### src/rtl/divider_seq.sv
// Sequential restoring divider: 8-bit dividend by 4-bit divisor, one quotient
// bit per clock over eight iterations, with a single-cycle divide-by-zero path.
module divider_seq (
  input  logic       clock_100Mhz,
  input  logic       reset,
  input  logic       start,
  input  logic [7:0] Z,
  input  logic [3:0] Y,
  output logic [7:0] Q,
  output logic [3:0] R,
  output logic       busy,
  output logic       done,
  output logic       div_by_zero,
  output logic       state_dbg
);

  // Handshake: start is a request sampled only in IDLE (busy=0); the result
  // is valid for exactly the cycle done=1 and Q/R/div_by_zero hold until the next done.
  typedef enum logic {IDLE, CALC} state_t;

  state_t     state;
  logic [7:0] dvd;
  logic [3:0] dvs;
  logic [3:0] rem;
  logic [7:0] quo;
  logic [2:0] cnt;

  logic [4:0] p;
  logic       ge;
  logic [3:0] diff;
  logic [3:0] rem_nxt;
  logic [7:0] quo_nxt;

  // rem < divisor keeps p - divisor below 16 whenever it is taken,
  // so a 4-bit modular subtract is exact.
  always_comb begin
    p       = {rem, dvd[7]};
    ge      = (p >= {1'b0, dvs});
    diff    = p[3:0] - dvs;
    rem_nxt = ge ? diff : p[3:0];
    quo_nxt = {quo[6:0], ge};
  end

  assign state_dbg = (state == CALC);

  always_ff @(posedge clock_100Mhz or negedge reset) begin
    if (!reset) begin
      state       <= IDLE;
      dvd         <= '0;
      dvs         <= '0;
      rem         <= '0;
      quo         <= '0;
      cnt         <= '0;
      Q           <= '0;
      R           <= '0;
      busy        <= 1'b0;
      done        <= 1'b0;
      div_by_zero <= 1'b0;
    end else begin
      done <= 1'b0;
      case (state)
        IDLE: begin
          if (start) begin
            if (Y != 4'd0) begin
              dvd   <= Z;
              dvs   <= Y;
              rem   <= '0;
              quo   <= '0;
              cnt   <= '0;
              busy  <= 1'b1;
              state <= CALC;
            end else begin
              Q           <= 8'hFF;
              R           <= 4'h0;
              div_by_zero <= 1'b1;
              done        <= 1'b1;
            end
          end
        end
        CALC: begin
          dvd <= {dvd[6:0], 1'b0};
          rem <= rem_nxt;
          quo <= quo_nxt;
          cnt <= cnt + 3'd1;
          if (cnt == 3'd7) begin
            Q           <= quo_nxt;
            R           <= rem_nxt;
            div_by_zero <= 1'b0;
            done        <= 1'b1;
            busy        <= 1'b0;
            state       <= IDLE;
          end
        end
        default: state <= IDLE;
      endcase
    end
  end

endmodule

### config.mk
export PLATFORM = sky130hd
export DESIGN_NAME = divider_seq
export DESIGN_NICKNAME = d
export VERILOG_FILES = /design/src/rtl/divider_seq.sv
export SDC_FILE = /design/constraint.sdc
export NUM_CORES = 1
export LEC_CHECK = 0
export BUFFER_PORTS_ARGS = -buffer_cell sky130_fd_sc_hd__buf_2
export CAP_MARGIN = 20
export CELL_PAD_IN_SITES_DETAIL_PLACEMENT = 1
export CELL_PAD_IN_SITES_GLOBAL_PLACEMENT = 2
export CORE_MARGIN = 5
export CORE_UTILIZATION = 34
export DETAILED_ROUTE_END_ITERATION = 8
export PLACE_DENSITY = 0.74
export SKIP_CTS_REPAIR_TIMING = 1
export SYNTH_ARGS = -nofsm -noshare
export SYNTH_HDL_FRONTEND = slang
export SYNTH_SLANG_ARGS = --single-unit
### constraint.sdc
create_clock -name clock_100Mhz -period 2.2 [get_ports clock_100Mhz]
set_clock_uncertainty 0.15 [all_clocks]
set_input_delay 0.22 -clock clock_100Mhz [delete_from_list [all_inputs] [get_ports clock_100Mhz]]
set_output_delay 0.22 -clock clock_100Mhz [all_outputs]
set_load 0.05 [all_outputs]
==> results of run 1 <==
through the flow:
stage / setup slack [ns] / setup TNS [ns] / power, mW
after detailed placement: 0.1301 / 0 / 3.297
after floorplan: 0.2353 / 0 / 2.768
after global routing: -0.007014 / -0.007014 / 4.158
after CTS: 0.1012 / 0 / 3.847
after global placement: 0.2294 / 0 / 3.217
final: 0.1349 / 0 / 3.793
power by group through the flow:
stage               sequential, mW  clock, mW  combinational (mW)
floorplan                     1.77          0               0.998
global placement              1.36          0                1.86
detailed placement            1.38          0                1.92
CTS                           1.36      0.545                1.94
global route                  1.41      0.586                2.16
finish                        1.36      0.524                1.91
cell usage after synthesis (2+ instances only):
cell type / instances / area share [%]
a21oi_1: 6 / 1.6
nand2b_1: 2 / 0.66
o21ai_0: 21 / 5.5
clkbuf_1: 4 / 0.79
mux2_2: 3 / 1.8
nand2_1: 43 / 8.5
mux2i_1: 9 / 4.8
buf_2: 2 / 0.53
dfrtp_1: 42 / 55
inv_1: 7 / 1.4
ha_1: 6 / 4.0
o21ai_1: 10 / 2.6
nand3_1: 7 / 1.8
nor2_1: 14 / 2.8
per-layer routing:
layer	wire (um)	GRT usage [%]	vias to the layer above
met5	0	0	-
met4	67	4.317	0
met3	156	3.533	7
met2	2200	24.13	24
met1	1980	16.45	725
li1	-	-	711
sequential cells by signal, indices dropped and copies added (netlist names), 3 cells and up:
signal / flops
cnt: 3
dvd: 8
Q: 8
dvs: 4
rem: 4
quo: 7
R: 4
final cells by class:
| type | count | area share [%] |
|---|---|---|
| Sequential cell | 42 | 46.74 |
| Multi-Input combinational cell | 135 | 34.95 |
| Timing Repair Buffer | 36 | 8.904 |
| Tap cell | 72 | 4.007 |
| Clock buffer | 6 | 3.673 |
| Inverter | 7 | 1.169 |
| Clock inverter | 2 | 0.5565 |
worst max-delay path by stage:
| stage | startpoint | end | slack, ns | cells after the start |
|---|---|---|---|---|
| floorplan | rem[1] | R[1] | 0.24 | 6 |
| global placement | rem[1] | R[1] | 0.23 | 7 |
| detailed placement | rem[1] | R[0] | 0.13 | 7 |
| CTS | rem[1] | R[0] | 0.10 | 7 |
| global route | rem[1] | R[0] | -0.007 | 7 |
| finish | rem[1] | rem[1] | 0.13 | 7 |
worst max-delay path, cell delays in order (launching register included):
cell and delay (ns):
dfrtp_1 0.41, ha_1 0.34, a21oi_2 0.17, o21ai_1 0.10
a21boi_1 0.15, buf_4 0.15, mux2_2 0.34, o21ai_0 0.17
logic make-up (layout without fill, tap and decap cells):
logic type | count (synthesis) | in the layout | share of synthesized area, %
DFF | 42 | 42 | 55.45
adders and majority gates | 7 | 7 | 5.016
buffers and inverters | 14 | 51 | 3.300
AOI/OAI and AO/OA | 41 | 41 | 11.88
xor gates and xnor gates | 1 | 1 | 0.4621
muxes | 12 | 12 | 6.535
and+or+nand+nor | 74 | 74 | 17.36
==> flow_metrics.tcl, run 1 <==
set metrics [dict create \
    cts_sinks 42 \
    r2r_end "rem[1]" \
    status "finished clean" \
    synthArstFlopShare_pct 100.0 \
    p_leak_nw 1.083 \
    synth_ff_type "dfrtp_1" \
    synth.avg_cell_area_um2 9.924 \
    holdWs_ns 0.008836 \
    period_needed_ns 2.065 \
    p_sw_share_pct 45.97 \
    diodes 0 \
    worstPathRequired_ns 2.26 \
    clock_latency_ns 0.30 \
    crit_type "reg -> reg" \
    hpwl_mm 3.186 \
    finalWirelength_mm 4.405 \
    yosys_warnings 0 \
    fin_util_pct 41.08 \
    cts_buffers 5 \
    fmax_mhz 484.2 \
    cp-end-kind "flop" \
    final_cell_count_no_fill 300 \
    grt-ovfl-total 0 \
    initial_core_util_pct 34.64 \
    antenna_found_initial 0 \
    synth-seq-cells 42 \
    synth-edff-count 0 \
    nFillCells 665 \
    multi_input_area_um2 785.8 \
    io_pins 31 \
    dr.pass1.iters 4 \
    gp_congestion 0.7774 \
    netlist-cell-type-count 29 \
    routedWlPerCell_um 14.68 \
    die_area_mm2 0.007168 \
    synth_area_mm2 0.001896 \
    final_common_cell "nand2_1" \
    die_y_um 84.67 \
    syn-num-nets 213 \
    ctsRootBufferMaster "clkbuf_8" \
    finalSetupViolCount 0 \
    reg2reg_from "rem[1]" \
    layout-drive-gt1-share_pct 22.37 \
    postSynthCellCount 191 \
    slew_violations 0 \
    relSlewSlack_pct 63.64 \
    hold_start "Y[1]" \
    cp.arrival_ns 2.13 \
    min_to "dvs[1]" \
    worstMarginPinSlew_ns 0.5453 \
    final_cell_mix "nand2_1, dfrtp_1, buf_2, o21ai_0, nor2_1" \
    maxCapViolations 0 \
    cp-start-kind "flop" \
    p_seq_share_pct 35.7 \
    p_switching_mw 1.744 \
    route.vias.total 1467 \
    dp.cells 290 \
    track_usage_pct 13.77 \
    r2r_cells 7 \
    min_path_cells 3 \
    grt_pass1_vias 1644 \
    power.internal_mw 2.049 \
    r2r_slack_ns 0.13 \
    finalNetCount 249 \
    placed_area_mm2 0.002130 \
    finalInstanceArea_mm2 0.002248 \
    port_buffers 30 \
    h-tree-depth 2 \
    comb_power_share_pct 50.4 \
    drtIter0Drc 37 \
    die_w_um 84.67 \
    power_density_mw_per_mm2 1687 \
    drc 0 \
    grt_pass1_wl_mm 7.872 \
    hold_viol_final 0 \
    min_period_over_period_pct 93.87 \
    tritoncts "yes" \
    hold_class "in -> reg" \
    crit_fanout 5 \
    yosysSeqAreaShare_pct 55.45 \
    coreArea_mm2 0.005473 \
    clk_pin_slew_ns 0.08 \
    fp-row-count 27 \
    ant_nets 0 \
    p_clk_share_pct 13.8 \
    viasPerCell 4.890 \
    cts_buffer_depth 2 \
    grt_max_degree 43 \
    syn_to_final_growth_pct 18.61 \
    register_area_mm2 0.001051 \
    ir_drop_mv 0.5026 \
]
Note: power is estimated with default switching activity, not from simulation.
==> inputs of run 2 (changes only) <==
--- a/config.mk
+++ b/config.mk
@@ -9,6 +9,7 @@
 export CAP_MARGIN = 20
 export CELL_PAD_IN_SITES_DETAIL_PLACEMENT = 1
 export CELL_PAD_IN_SITES_GLOBAL_PLACEMENT = 2
+export CORE_ASPECT_RATIO = 1.5
 export CORE_MARGIN = 5
 export CORE_UTILIZATION = 34
 export DETAILED_ROUTE_END_ITERATION = 8
==> run 2 against run 1 <==
Net effect:
- global-route usage grew 0.063 points
- sequential power is essentially flat
- first-iteration DRC count grew 24%
- clock power is 3% lower
- setup slack gained 0.015 ns
- sequential cell count unchanged
==> flow_metrics.tcl, run 2 (synthesis results as in run 1) <==
set metrics [dict create \
    pre_cts_ws_ns 0.1440 \
    crit_fanout 5 \
    finalWirelength_mm 4.568 \
    power_density_mw_per_mm2 1691 \
    hpwl_mm 3.440 \
    placed_area_mm2 0.002135 \
    syn_to_final_growth_pct 18.61 \
    status "finished clean" \
    cp_cell_sequence "ha_1 -> a21oi_2 -> o21ai_1 -> a21boi_1 -> buf_4 -> mux2_2 -> o21ai_0" \
    crit_type "reg -> reg" \
    crit_buf_inv 1 \
    max_stage_delay_ns 0.41 \
    antenna_found_initial 0 \
    grt_max_degree 25 \
    routedWlPerCell_um 15.28 \
    hold_viol_final 0 \
    ir_drop_mv 0.5574 \
    drtIter0Drc 46 \
    cts_buffers 5 \
    drc 0 \
    crit_family "compound AO/OA/AOI/OAI gates" \
    dp.cells 289 \
    cp-end-kind "flop" \
    die_w_um 70.97 \
    fin_util_pct 41.25 \
    p_leak_nw 1.085 \
    cp-start-kind "flop" \
    fmax_mhz 487.8 \
    final_common_cell "nand2_1" \
    cts_sinks 42 \
    finalNetCount 250 \
    die_area_mm2 0.007199 \
    route.vias.total 1457 \
    finalInstanceArea_mm2 0.002248 \
    min_period_over_period_pct 93.18 \
    clk_pin_slew_ns 0.09 \
    diodes 0 \
    maxCapViolations 0 \
    fin_ws_ns 0.1499 \
    finalSetupTns_ns 0 \
    rsz0062_at_grt "false" \
    final_cell_mix "nand2_1, dfrtp_1, buf_2, o21ai_0, nor2_1" \
    cp.arrival_ns 2.12 \
    worstMarginPinSlew_ns 0.5483 \
    holdWs_ns 0.02165 \
    gp_congestion 0.9023 \
    track_usage_pct 13.83 \
    grt-ovfl-total 0 \
    initial_core_util_pct 34.78 \
    viasPerCell 4.873 \
    grt_pass1_wl_mm 7.838 \
    final_cell_count_no_fill 299 \
    fp-row-count 33 \
    ant_nets 0 \
    cts_buffer_depth 2 \
    io_pins 31 \
    hold_class "in -> reg" \
    layout-drive-gt1-share_pct 22.71 \
    worstPathRequired_ns 2.27 \
    finalSetupViolCount 0 \
    h-tree-depth 2 \
    ctsRootBufferMaster "clkbuf_8" \
    slew_violations 0 \
    relSlewSlack_pct 63.45 \
    critPathSlowestCell "dfrtp_1" \
    die_y_um 101.5 \
    port_buffers 30 \
    clock_latency_ns 0.30 \
    period_needed_ns 2.050 \
    tritoncts "yes" \
    grt_pass1_vias 1606 \
    reg_top3 "Q: 8 flops, dvd: 8 flops, quo: 7 flops" \
    coreArea_mm2 0.005450 \
    finalPower_mw 3.802 \
    dr.pass1.iters 2 \
]
-- run 2: cell types whose count changed in the layout (fill, tap and decap cells not counted) --
cell / change
buf_4: +1
o21ai_1: -1
clkbuf_8: -1
o21ai_0: +1
clkinv_4: +1
-- run 2: final timing paths --
path,depth (start not counted),slack (ns),end,startpoint
hold / removal,3,0.02,dvs[1],Y[1]
hold reg to reg,1,0.33,busy,busy
setup / recovery,7,0.15,rem[0],rem[1]
setup reg to reg,7,0.15,rem[0],rem[1]
min in group asynchronous,2,0.29,rem[2],reset
max in group asynchronous,3,1.06,Q[3],reset
-- run 2: cell type report --
class / count / area (um^2)
clock buffers: 5 / 68.82
clock inverters: 3 / 21.27
fillers: 677 / 3202
inverters: 7 / 26.28
multi-input cells: 135 / 785.8
flip-flops and latches: 42 / 1051
well taps: 70 / 87.58
repair buffers: 37 / 207.7
-- run 2: per-layer routing --
metal,track usage [%],vias to the layer above,share of wire [%]
li1,-,710,-
met1,16.24,717,41
met2,24.87,20,54
met3,2.284,10,2.9
met4,5.644,0,2.2
met5,0,-,0
-- run 2: where the power goes --
part           internal [mW]  switching, mW
sequential              1.13          0.237
clock                  0.223          0.285
combinational          0.663           1.26
-- run 2: worst register-to-register path, delay by kind of cell, from the launching register on --
family	cells	cell delay, ns
AOI/OAI and AO/OA	4	0.57
DFF	1	0.41
adders and majority gates	1	0.34
muxes	1	0.34
buffers and inverters	1	0.16
